**src/rtl/ahb_sram_slave_if.sv**
```systemverilog
// AHB slave-side bus bundle between the interconnect and one SRAM-backed slave.
// Handshake: an address phase is taken on a rising edge with HSEL & HREADY & HTRANS[1];
// its data phase ends on the first rising edge with HREADYOUT=1, where HRDATA/HRESP are valid.
interface ahb_sram_slave_if;
  logic        HSEL;
  logic [31:0] HADDR;
  logic [1:0]  HTRANS;
  logic        HWRITE;
  logic [2:0]  HSIZE;
  logic [31:0] HWDATA;
  logic        HREADY;
  logic [31:0] HRDATA;
  logic        HREADYOUT;
  logic        HRESP;

  modport master (
    output HSEL, HADDR, HTRANS, HWRITE, HSIZE, HWDATA, HREADY,
    input  HRDATA, HREADYOUT, HRESP
  );

  modport slave (
    input  HSEL, HADDR, HTRANS, HWRITE, HSIZE, HWDATA, HREADY,
    output HRDATA, HREADYOUT, HRESP
  );
endinterface

```
**src/rtl/ahb_sram_slave.sv**
```systemverilog
// AHB slave in front of a single-port synchronous SRAM: programmable wait states,
// byte/halfword/word writes, and a two-cycle ERROR response for illegal accesses.
module ahb_sram_slave #(
  parameter int WAIT_STATES = 0,
  parameter int MEM_WORDS   = 16384,
  parameter int SRAM_AW     = 14
) (
  input  logic               HCLK,
  input  logic               HRESETn,
  ahb_sram_slave_if.slave    bus,
  output logic               SRAM_CS,
  output logic [3:0]         SRAM_WE,
  output logic [SRAM_AW-1:0] SRAM_A,
  output logic [31:0]        SRAM_DI,
  input  logic [31:0]        SRAM_DO,
  output logic [2:0]         state_dbg_o
);

  localparam int CNT_W = $clog2(WAIT_STATES + 2);
  localparam logic [CNT_W-1:0] WR_LOAD = CNT_W'(WAIT_STATES);
  localparam logic [CNT_W-1:0] RD_LOAD = CNT_W'(WAIT_STATES + 1);

  localparam logic [2:0] ST_IDLE = 3'd0;
  localparam logic [2:0] ST_WR   = 3'd1;
  localparam logic [2:0] ST_RD   = 3'd2;
  localparam logic [2:0] ST_ERR1 = 3'd3;
  localparam logic [2:0] ST_ERR2 = 3'd4;

  logic [2:0]         state_q, state_d;
  logic [CNT_W-1:0]   cnt_q, cnt_d;
  logic [SRAM_AW-1:0] addr_q, addr_d;
  logic [3:0]         lanes_q, lanes_d;

  logic       accept;
  logic       illegal;
  logic [3:0] lane_mask;
  logic       wr_final;
  logic       rd_final;
  logic       rd_strobe;
  logic       final_cycle;

  always_comb begin
    accept  = bus.HSEL && bus.HREADY && ((bus.HTRANS == 2'b10) || (bus.HTRANS == 2'b11));
    illegal = (bus.HSIZE > 3'd2)
           || ((bus.HSIZE == 3'd1) && bus.HADDR[0])
           || ((bus.HSIZE == 3'd2) && (bus.HADDR[1:0] != 2'b00))
           || ({2'b00, bus.HADDR[31:2]} >= 32'(MEM_WORDS));
    case (bus.HSIZE)
      3'd0:    lane_mask = 4'b0001 << bus.HADDR[1:0];
      3'd1:    lane_mask = bus.HADDR[1] ? 4'b1100 : 4'b0011;
      default: lane_mask = 4'b1111;
    endcase
  end

  // The read strobe is issued in the first RD cycle, so RD loads one extra count.
  always_comb begin
    wr_final    = (state_q == ST_WR) && (cnt_q == '0);
    rd_final    = (state_q == ST_RD) && (cnt_q == '0);
    rd_strobe   = (state_q == ST_RD) && (cnt_q == RD_LOAD);
    final_cycle = (state_q == ST_IDLE) || wr_final || rd_final || (state_q == ST_ERR2);
  end

  always_comb begin
    state_d = state_q;
    cnt_d   = cnt_q;
    addr_d  = addr_q;
    lanes_d = lanes_q;
    if (final_cycle) begin
      state_d = ST_IDLE;
      cnt_d   = '0;
      if (accept) begin
        addr_d  = bus.HADDR[SRAM_AW+1:2];
        lanes_d = lane_mask;
        if (illegal) begin
          state_d = ST_ERR1;
        end else if (bus.HWRITE) begin
          state_d = ST_WR;
          cnt_d   = WR_LOAD;
        end else begin
          state_d = ST_RD;
          cnt_d   = RD_LOAD;
        end
      end
    end else begin
      case (state_q)
        ST_WR, ST_RD: cnt_d = cnt_q - CNT_W'(1);
        ST_ERR1:      state_d = ST_ERR2;
        default:      state_d = ST_IDLE;
      endcase
    end
  end

  always_ff @(posedge HCLK or negedge HRESETn) begin
    if (!HRESETn) begin
      state_q <= ST_IDLE;
      cnt_q   <= '0;
      addr_q  <= '0;
      lanes_q <= '0;
    end else begin
      state_q <= state_d;
      cnt_q   <= cnt_d;
      addr_q  <= addr_d;
      lanes_q <= lanes_d;
    end
  end

  // All outputs decode from registered state so reset clears them without a clock.
  assign bus.HREADYOUT = final_cycle;
  assign bus.HRESP     = (state_q == ST_ERR1) || (state_q == ST_ERR2);
  assign bus.HRDATA    = rd_final ? SRAM_DO : 32'h0;
  assign SRAM_CS       = wr_final || rd_strobe;
  assign SRAM_WE       = wr_final ? lanes_q : 4'b0000;
  assign SRAM_A        = SRAM_CS ? addr_q : '0;
  assign SRAM_DI       = wr_final ? bus.HWDATA : 32'h0;
  assign state_dbg_o   = state_q;

endmodule

```
**src/flat_wrapper.sv**
```systemverilog
// flat-port wrapper written by rule: the top's interface ports become plain ports
module ahb_sram_slave_flat 
#(
  parameter int WAIT_STATES = 0,
  parameter int MEM_WORDS   = 16384,
  parameter int SRAM_AW     = 14
)
  (HCLK, HRESETn, SRAM_CS, SRAM_WE, SRAM_A, SRAM_DI, SRAM_DO, state_dbg_o, bus_HSEL, bus_HADDR, bus_HTRANS, bus_HWRITE, bus_HSIZE, bus_HWDATA, bus_HREADY, bus_HRDATA, bus_HREADYOUT, bus_HRESP);
  ahb_sram_slave_if bus_i ();
  input  logic HCLK;
  input  logic HRESETn;
  output logic SRAM_CS;
  output logic [3:0] SRAM_WE;
  output logic [SRAM_AW-1:0] SRAM_A;
  output logic [31:0] SRAM_DI;
  input  logic [31:0] SRAM_DO;
  output logic [2:0] state_dbg_o;
  input wire logic [$bits(bus_i.HSEL)-1:0] bus_HSEL;
  input wire logic [$bits(bus_i.HADDR)-1:0] bus_HADDR;
  input wire logic [$bits(bus_i.HTRANS)-1:0] bus_HTRANS;
  input wire logic [$bits(bus_i.HWRITE)-1:0] bus_HWRITE;
  input wire logic [$bits(bus_i.HSIZE)-1:0] bus_HSIZE;
  input wire logic [$bits(bus_i.HWDATA)-1:0] bus_HWDATA;
  input wire logic [$bits(bus_i.HREADY)-1:0] bus_HREADY;
  output wire logic [$bits(bus_i.HRDATA)-1:0] bus_HRDATA;
  output wire logic [$bits(bus_i.HREADYOUT)-1:0] bus_HREADYOUT;
  output wire logic [$bits(bus_i.HRESP)-1:0] bus_HRESP;
  assign bus_i.HSEL = bus_HSEL;
  assign bus_i.HADDR = bus_HADDR;
  assign bus_i.HTRANS = bus_HTRANS;
  assign bus_i.HWRITE = bus_HWRITE;
  assign bus_i.HSIZE = bus_HSIZE;
  assign bus_i.HWDATA = bus_HWDATA;
  assign bus_i.HREADY = bus_HREADY;
  assign bus_HRDATA = bus_i.HRDATA;
  assign bus_HREADYOUT = bus_i.HREADYOUT;
  assign bus_HRESP = bus_i.HRESP;
  ahb_sram_slave #(.WAIT_STATES(WAIT_STATES), .MEM_WORDS(MEM_WORDS), .SRAM_AW(SRAM_AW)) u_core (.HCLK(HCLK), .HRESETn(HRESETn), .bus(bus_i), .SRAM_CS(SRAM_CS), .SRAM_WE(SRAM_WE), .SRAM_A(SRAM_A), .SRAM_DI(SRAM_DI), .SRAM_DO(SRAM_DO), .state_dbg_o(state_dbg_o));
endmodule
```
**config.mk**
```make
export PLATFORM = sky130hd
export DESIGN_NAME = ahb_sram_slave_flat
export DESIGN_NICKNAME = d
export VERILOG_FILES = /design/src/rtl/ahb_sram_slave_if.sv /design/src/rtl/ahb_sram_slave.sv /design/src/flat_wrapper.sv
export SDC_FILE = /design/constraint.sdc
export NUM_CORES = 1
export LEC_CHECK = 0
export BUFFER_PORTS_ARGS = -buffer_cell sky130_fd_sc_hd__clkbuf_2
export CORE_MARGIN = 10
export CORE_UTILIZATION = 34
export DETAILED_ROUTE_END_ITERATION = 16
export GPL_TIMING_DRIVEN = 0
export HOLD_SLACK_MARGIN = 0.12
export PLACE_DENSITY = 0.87
export SYNTH_ARGS = -nofsm -noshare
export SYNTH_HDL_FRONTEND = slang
export SYNTH_SLANG_ARGS = --single-unit
export TNS_END_PERCENT = 30
```
**constraint.sdc**
```tcl
create_clock -name HCLK -period 2.3 [get_ports HCLK]
set_clock_uncertainty 0.15 [all_clocks]
set_input_delay 0.575 -clock HCLK [delete_from_list [all_inputs] [get_ports HCLK]]
set_output_delay 0.575 -clock HCLK [all_outputs]
set_load 0.01 [all_outputs]
```
Word level (Yosys, flattened, before mapping)
Cells that the tools add are included.
{ "totals": {"register_bits": 22, "in_bits": 106, "output_inout_bits": 88, "wordCells": 56} }
{ "classes": {"n_addsub": 1, "order_cmp": 2, "eq_ne": 9, "shifts": 1, "mux": 16, "bitwise_logic": 1, "n_reduce_logical": 22} }
{ "op_table": {"columns": ["op", "n"], "rows": [
  ["$mux W32", 2],
  ["$ge A30 B15 Y1 const B", 1],
  ["$mux W14", 1],
  ["$eq A3 B2 Y1 const B", 3],
  ["$logic_or A1 B1 Y1", 9],
  ["$mux W3", 3],
  ["$mux W4", 2],
  ["$pmux W4 S2", 1],
  ["$logic_and A1 B1 Y1", 7],
  ["$eq A3 B1 Y1 const B", 2],
  ["$logic_not A3 Y1", 2],
  ["$pmux W3 S2", 1],
  ["$mux W1", 5],
  ["$eq A2 B2 Y1 const B", 2],
  ["$reduce_bool A2 Y1", 2],
  ["$shl A1 B2 Y4 const A", 1],
  ["$eq A3 B3 Y1 const B", 1],
  ["$gt A3 B2 Y1 const B", 1],
  ["$mux W2", 1],
  ["$ne A2 B2 Y1 const B", 1],
  ["$reduce_and A2 Y1", 1],
  ["$reduce_or A2 Y1", 1],
  ["$not A1 Y1", 1],
  ["$sub A1 B1 Y1 const B", 1]
]} }

Longest topological paths before layout
Gate-level depths: netlist of the first run.
{ "logic_depth": {"depth_word": 8, "mapped_depth": 5, "mapped_depth_nobuf": 4} }

Least setup slack after synthesis of the first run
OpenSTA, ideal clock, no wires.
{ "synth_timing": {"kind": "register -> output", "from": "reg u_core.state_q[2] (netlist: u_core.state_dbg_o[2])", "to": "out SRAM_A[10]", "arrival_ns": 1.460, "t_required_ns": 1.575, "slack_ns": 0.115, "path_stages_with_launch": 5, "path_buffers": 1, "path_cell_list": "dfrtp_1 nor4b_4 a21oi_1 clkbuf_1 and2b_1"} }
{ "synth_between": {"elab_chain_len": 4, "elab_cells_between_ends": 6, "classes_between": "2 x eq/ne; 1 x mux; 3 x reduce/logical"} }
{ "synth_rtl": {"columns": ["element", "line", "text"], "rows": [
  ["start: declaration", "ahb_sram_slave.sv:29", "logic [2:0] state_q, state_d;"],
  ["start signal: assignment", "ahb_sram_slave.sv:100", "state_q <= state_d;"],
  ["$eq A3 B1 Y1 or $eq A3 B2 Y1 (tied branches)", "ahb_sram_slave.sv:57, ahb_sram_slave.sv:59", null],
  ["$logic_and A1 B1 Y1 (on tied branches)", "ahb_sram_slave.sv:57, ahb_sram_slave.sv:59", null],
  ["$logic_or A1 B1 Y1 (*)", "ahb_sram_slave.sv:111", "assign SRAM_CS = wr_final || rd_strobe;"],
  ["$mux W14 (*)", "ahb_sram_slave.sv:113", "assign SRAM_A = SRAM_CS ? addr_q : '0;"],
  ["end: declaration", "flat_wrapper.sv:14", "output logic [SRAM_AW-1:0] SRAM_A;"]
]} }
Every way passes the cells marked *; elsewhere a longest branch is shown, timed or not.

Worst setup path in the final report of the first run
{ "layout_timing": {"from": "reg u_core.state_q[2] (netlist: u_core.state_dbg_o[2])", "to": "out SRAM_DI[15]"} }
{ "layout_between": {"elab_chain_len": 3} }
{ "layout_rtl": {"columns": ["element", "line", "text"], "rows": [
  ["$eq A3 B1 Y1", "ahb_sram_slave.sv:57", "wr_final = (state_q == ST_WR) && (cnt_q == '0);"],
  ["$logic_and A1 B1 Y1", "ahb_sram_slave.sv:57", null],
  ["$mux W32", "ahb_sram_slave.sv:114", "assign SRAM_DI = wr_final ? bus.HWDATA : 32'h0;"],
  ["end: declaration", "flat_wrapper.sv:15", "output logic [31:0] SRAM_DI;"]
]} }
Every way passes these cells.

==> flow_metrics.env, run 1 <==
export IMPL_status="finished, violations left"
export IMPL_violations="negative setup slack"
export IMPL_synth_area_top_cells="dfrtp_1 33%, and2_1 26%, mux2_4 9.9%"
export IMPL_finalHoldViolCount=0
export IMPL_rsz0062_at_grt="true"
export IMPL_tightest_slew_ns=0.559
export IMPL_die_area_um2=8080
export IMPL_synth_top_cell_by_area="dfrtp_1"
export IMPL_dr_pass1_iters=4
export IMPL_top_usage_layer="met2"
export IMPL_crit_top_cell="buf_6"
export IMPL_drv_cap=0
export IMPL_antenna_cells=0
export IMPL_syn_to_final_growth_pct=87.8
export IMPL_grtUsageTotal=0.165
export IMPL_grtUsageMet1=0.173
export IMPL_min_period_ns=2.41
export IMPL_netlist_area_um2=1660
export IMPL_clk_latency_ns=0.26
export IMPL_synth_ff_latch_count=22
export IMPL_use_met2=0.327
export IMPL_yosys_top_cells_count="68 x and2_1, 22 x dfrtp_1, 12 x and2b_1"
export IMPL_arrival_ns=1.68
export IMPL_path_buf_inv=3
export IMPL_ioPinCount=194
export IMPL_std_cell_rows=25
export IMPL_synthFlopType="dfrtp_1"
export IMPL_start_util=0.352
export IMPL_antenna_left=0
export IMPL_core_area_um2=4720
export IMPL_synth_top_cell_area_share=0.331
export IMPL_cp_start_kind="register"
export IMPL_die_h_um=89.9
export IMPL_routedWlPerCell_um=16.4
export IMPL_grt_pass1_vias=2070
export IMPL_drt_total_wl_um=7390
export IMPL_antenna_found_initial=0
export IMPL_crit_family="simple AND/OR/NAND/NOR gates"
export IMPL_cts_root_buffer="clkbuf_8"
export IMPL_power_leakage_nw=1.88
export IMPL_yosysSeqAreaShare=0.331
export IMPL_syn_area_per_cell_um2=9.55
export IMPL_htree_levels=1
export IMPL_place_ws_ns=-0.302
export IMPL_grt_pass1_wl_um=11200
export IMPL_yosysUniqueCellTypes=29
export IMPL_path_cells="nor4b_4, buf_6, clkbuf_8, and2_1, buf_6"
export IMPL_synth_cells=174
export IMPL_grt_max_degree=23
export IMPL_relSlewSlack=0.627
export IMPL_slew_violations=0
export IMPL_use_met3=0.0474
export IMPL_pwr_density_cell_nw_per_um2=359
export IMPL_cts_inserted_buffers=3
export IMPL_clk_pin_slew_ns=0.08
export IMPL_final_util=0.661
export IMPL_port_buffer_count=192
export IMPL_drive_gt1_frac=0.695
export IMPL_synth_most_common_cell="and2_1"
export IMPL_crit_required_ns=1.57
export IMPL_overflow=0
export IMPL_cts_buffer_depth=2
export IMPL_r2r_slack_ns=0.41
export IMPL_fin_crit_sh=1.05
export IMPL_ir_worst_vdd_mv=0.366
export IMPL_routabilityCongestion=0.717
export IMPL_finalNetCount=490
export IMPL_fin_total_pwr_mw=1.12
export IMPL_yosysWarnings=0
export IMPL_ys_async_sr_fraction=1.00
export IMPL_achievable_frequency_ghz=0.415
export IMPL_hpwl_um=6110
export IMPL_setup_ws_ns=-0.110
export IMPL_via_count=1998
export IMPL_cts_tree="yes"
export IMPL_drtIter0Drc=43
export IMPL_hold_class="primary input to asynchronous set/reset pin"
export IMPL_endpoint_kind="primary output"
export IMPL_cpPeakStageDelay_ns=0.45
export IMPL_drc=0
export IMPL_finalSetupViolCount=43
export IMPL_synth_edf_count=0
export IMPL_cp_max_fo=8
export IMPL_die_width_um=89.9
export IMPL_critical_path_class="register to primary output"
export IMPL_cts_hold_buf=0
export IMPL_cts_sinks=22
export IMPL_synth_fp_nets=280
export IMPL_critical_path_slowest_cell="dfrtp_2"
export IMPL_via_per_inst=4.44
final cells by class:
| cell class | count | area, um^2 |
|---|---|---|
| fill | 380 | 1600 |
| tap | 67 | 83.8 |
| clock buffer | 4 | 55.1 |
| timing repair buffer | 205 | 1200 |
| buffer | 9 | 113 |
| multi-input combinational | 140 | 1100 |
| inverter | 3 | 11.3 |
| sequential | 22 | 556 |
metrics by stage:
step / hold WS (ns) / cell area [um^2] / setup TNS (ns) / instances
2_1_floorplan: 0.129 / 1660 / 0 / 174
3_3_place_gp: 0.306 / 2710 / -3.10 / 433
3_5_place_dp: 0.317 / 2710 / -4.75 / 433
4_1_cts: 0.154 / 3000 / -3.61 / 450
5_1_grt: 0.182 / 3120 / -9.05 / 450
6_report: 0.140 / 3120 / -2.81 / 450
worst paths after layout:
check,from,end,depth (start not counted)
setup / recovery,u_core.state_dbg_o[2]$_DFFE_PN0P_,SRAM_DI[15],5
setup reg to reg,u_core.state_dbg_o[1]$_DFFE_PN0P_,u_core.addr_q[8]$_DFFE_PN0P_,5
min in group HCLK,u_core.lanes_q[2]$_DFFE_PN0P_,u_core.lanes_q[2]$_DFFE_PN0P_,2
max in group asynchronous,HRESETn,u_core.state_dbg_o[0]$_DFFE_PN0P_,1
hold / removal,HRESETn,u_core.addr_q[3]$_DFFE_PN0P_,1
hold reg to reg,u_core.lanes_q[2]$_DFFE_PN0P_,u_core.lanes_q[2]$_DFFE_PN0P_,2
placed cells by master, fill, tap and decap left out, types with 2 or more instances in the layout:
cell type	instances
clkbuf_2	136
and2_1	50
buf_2	39
buf_6	19
and2_4	18
dfrtp_1	18
clkbuf_8	11
and2b_1	11
mux2_4	11
buf_4	9
nand2_1	6
o21ai_0	6
nor2_1	5
buf_8	4
mux2_2	4
dfrtp_2	4
inv_1	3
nor2b_1	3
nor3_1	3
nor4_1	3
a21oi_1	3
or2_2	2
timing repair:
item / 4_1_cts / 5_1_grt
endpoints found under the setup margin: 81 / 81
pin swaps: 11 / 17
gates cloned: 4 / 0
setup buffers: 9 / 0
hold endpoints to repair: 0 / 0
resized for setup: 43 / 85
where the power goes:
| group | switching (mW) | internal [mW] | total (mW) |
|---|---|---|---|
| Combinational | 0.138 | 0.225 | 0.363 |
| Clock | 0.125 | 0.152 | 0.277 |
| Sequential | 0.0329 | 0.446 | 0.479 |
| Total | 0.296 | 0.824 | 1.12 |
kinds of logic (layout without fill, tap and decap cells):
logic type,Yosys count,count (layout),synth area share
fa+ha+maj,1,1,0.00602
buf+inv,12,221,0.0361
compound gates,17,17,0.0896
flops,22,22,0.331
mux,15,15,0.127
simple gates,107,107,0.410
metal layers:
metal	wire length, um	share of wire
met1	2810	0.38
met2	4030	0.55
met3	541	0.073
met4	4	0.00054
met5	0	0
registers in the layout (all words and copies together) (netlist names):
signal              count
u_core.addr_q          14
u_core.lanes_q          4
u_core.state_dbg_o      3
u_core.cnt_q            1
Power figures use the tool's default switching activity.
==> inputs of run 2 (changes only) <==
==> constraint.sdc (replaced) <==
create_clock -name HCLK -period 2.3 [get_ports HCLK]
set_clock_uncertainty 0.15 [all_clocks]
set_input_delay 0.115 -clock HCLK [delete_from_list [all_inputs] [get_ports HCLK]]
set_output_delay 0.115 -clock HCLK [all_outputs]
set_load 0.01 [all_outputs]
==> flow_metrics.env, run 2 (synthesis gave the netlist of run 1 again) <==
export IMPL_routedWlPerCell_um=15.8
export IMPL_pwr_share_clk=0.247
export IMPL_tns_ns=0
export IMPL_status="complete, no violations"
export IMPL_htree_levels=1
export IMPL_die_width_um=89.9
export IMPL_finalNetCount=502
export IMPL_switching_share=0.264
export IMPL_place_ws_ns=0.158
export IMPL_intPower_mw=0.818
export IMPL_via_count=2021
export IMPL_cts_root_buffer="clkbuf_8"
export IMPL_fin_crit_sh=0.971
export IMPL_antenna_left=0
export IMPL_drv_cap=0
export IMPL_std_cell_rows=25
export IMPL_largest_reg_flops=14
export IMPL_rsz0062_at_grt="true"
export IMPL_critical_path_slowest_cell="dfrtp_1"
export IMPL_ir_worst_vdd_mv=0.360
export IMPL_hpwl_um=6110
export IMPL_die_h_um=89.9
export IMPL_grt_pass1_vias=2128
export IMPL_finalHoldViolCount=0
export IMPL_path_cells="nor4b_4, buf_4, clkbuf_1, and2_1, clkbuf_2"
export IMPL_cts_tree="yes"
export IMPL_setup_ws_ns=0.0674
export IMPL_p_sw_mw=0.294
export IMPL_grtUsageTotal=0.167
export IMPL_drtIter0Drc=47
export IMPL_core_area_um2=4720
export IMPL_overflow=0
export IMPL_fin_hold_ws_ns=0.119
export IMPL_power_share_sequential=0.432
export IMPL_cp_start_kind="register"
export IMPL_routabilityCongestion=0.717
export IMPL_ioPinCount=194
export IMPL_finalSetupViolCount=0
export IMPL_pwr_density_cell_nw_per_um2=368
export IMPL_hold_class="primary input to register"
export IMPL_min_period_ns=2.23
export IMPL_endpoint_kind="primary output"
export IMPL_cts_sinks=22
export IMPL_via_per_inst=4.36
export IMPL_drive_gt1_frac=0.572
export IMPL_cts_inserted_buffers=3
export IMPL_drt_total_wl_um=7310
export IMPL_grt_max_degree=23
export IMPL_p_comb_frac=0.321
export IMPL_clk_pin_slew_ns=0.08
export IMPL_instances_no_fill=464
export IMPL_arrival_ns=1.97
export IMPL_grt_pass1_wl_um=11400
export IMPL_final_common_cell="clkbuf_2"
export IMPL_power_leakage_nw=1.80
export IMPL_cts_buffer_depth=2
export IMPL_dp_cells=433
export IMPL_regMostFlops="u_core.addr_q"
export IMPL_path_buf_inv=3
export IMPL_port_buffer_count=192
export IMPL_achievable_frequency_ghz=0.448
export IMPL_crit_required_ns=2.04
export IMPL_crit_family="buffers and inverters"
export IMPL_antenna_found_initial=2
export IMPL_cpPeakStageDelay_ns=0.50
export IMPL_slew_violations=0
export IMPL_start_util=0.352
export IMPL_final_cell_mix="193 x clkbuf_2, 68 x and2_1, 24 x dlygate4sd3_1"
export IMPL_dr_pass1_iters=4
export IMPL_tightest_slew_ns=0.561
export IMPL_relSlewSlack=0.626
export IMPL_critical_path_class="register to primary output"
export IMPL_syn_to_final_growth_pct=81.8
export IMPL_clk_latency_ns=0.25
export IMPL_cp_max_fo=10
export IMPL_nFillCells=384
export IMPL_drc=0
export IMPL_die_area_um2=8080
run 2: cell types whose count changed in the layout (fill, tap and decap cells not counted), moves of 4 or more:
cell / delta
and2_4: -18
clkbuf_1: +4
buf_2: -39
buf_6: -17
clkbuf_2: +57
buf_4: -8
clkbuf_8: -7
dlygate4sd3_1: +24
and2_1: +18
buf_8: -4
run 2: layout make-up:
cell class / count / area [um^2] / share of cell area
Clock buffer: 4 / 55.1 / 0.0182
Timing Repair Buffer: 217 / 1210 / 0.400
Tap cell: 67 / 83.8 / 0.0278
Multi-Input combinational cell: 140 / 1050 / 0.349
Sequential cell: 22 / 552 / 0.183
Inverter: 3 / 11.3 / 0.00373
Buffer: 9 / 50.0 / 0.0166
Antenna cell: 2 / 5.00 / 0.00166
run 2: final timing paths:
kind / startpoint / to / slack, ns / cells past startpoint
max: u_core.state_dbg_o[2]$_DFFE_PN0P_ / SRAM_WE[2] / 0.07 / 5
min: bus_HTRANS[1] / u_core.addr_q[12]$_DFFE_PN0P_ / 0.12 / 3
max reg2reg: u_core.state_dbg_o[0]$_DFFE_PN0P_ / u_core.addr_q[11]$_DFFE_PN0P_ / 0.13 / 4
min reg2reg: u_core.lanes_q[2]$_DFFE_PN0P_ / u_core.lanes_q[2]$_DFFE_PN0P_ / 0.33 / 2
max in group asynchronous: HRESETn / u_core.state_dbg_o[1]$_DFFE_PN0P_ / 1.37 / 2
min in group asynchronous: HRESETn / u_core.addr_q[3]$_DFFE_PN0P_ / 0.23 / 2
run 2: per-stage QoR:
step | instance area [um^2] | total power [mW] | utilization
2_1_floorplan | 1660 | 0.639 | -
3_3_place_gp | 2710 | 0.794 | 0.573
3_5_place_dp | 2710 | 0.808 | 0.573
4_1_cts | 3010 | 1.12 | 0.637
5_1_grt | 3020 | 1.17 | 0.639
6_report | 3020 | 1.11 | 0.639
run 2: layer usage:
metal	track usage	part of all wire
met3	0.0532	0.079
met2	0.324	0.54
met5	0	0
met1	0.168	0.37
met4	0.0345	0.011
run 2: what timing repair did:
| action | 4_1_cts | 5_1_grt |
|---|---|---|
| hold buffers | 24 | 0 |
| setup endpoints to repair | 9 | 13 |
| setup buffers | 1 | 0 |
| resized for setup | 1 | 4 |
| pin swaps | 1 | 0 |
| endpoints found under the hold margin | 42 | 0 |
run 2: worst register-to-register path, delay by kind of cell (launching register included):
kind | cells | cell delay (ns)
mux | 1 | 0.37
compound gates | 1 | 0.33
flops | 1 | 0.50
simple gates | 1 | 0.16
buf+inv | 1 | 0.55
run 2: power by group through the flow:
stage | combinational [mW] | clock (mW) | sequential, mW
final | 0.357 | 0.274 | 0.480
after floorplan | 0.163 | 0 | 0.476
after global routing | 0.392 | 0.290 | 0.490
after detailed placement | 0.322 | 0 | 0.486
after global placement | 0.312 | 0 | 0.482
after CTS | 0.358 | 0.280 | 0.479
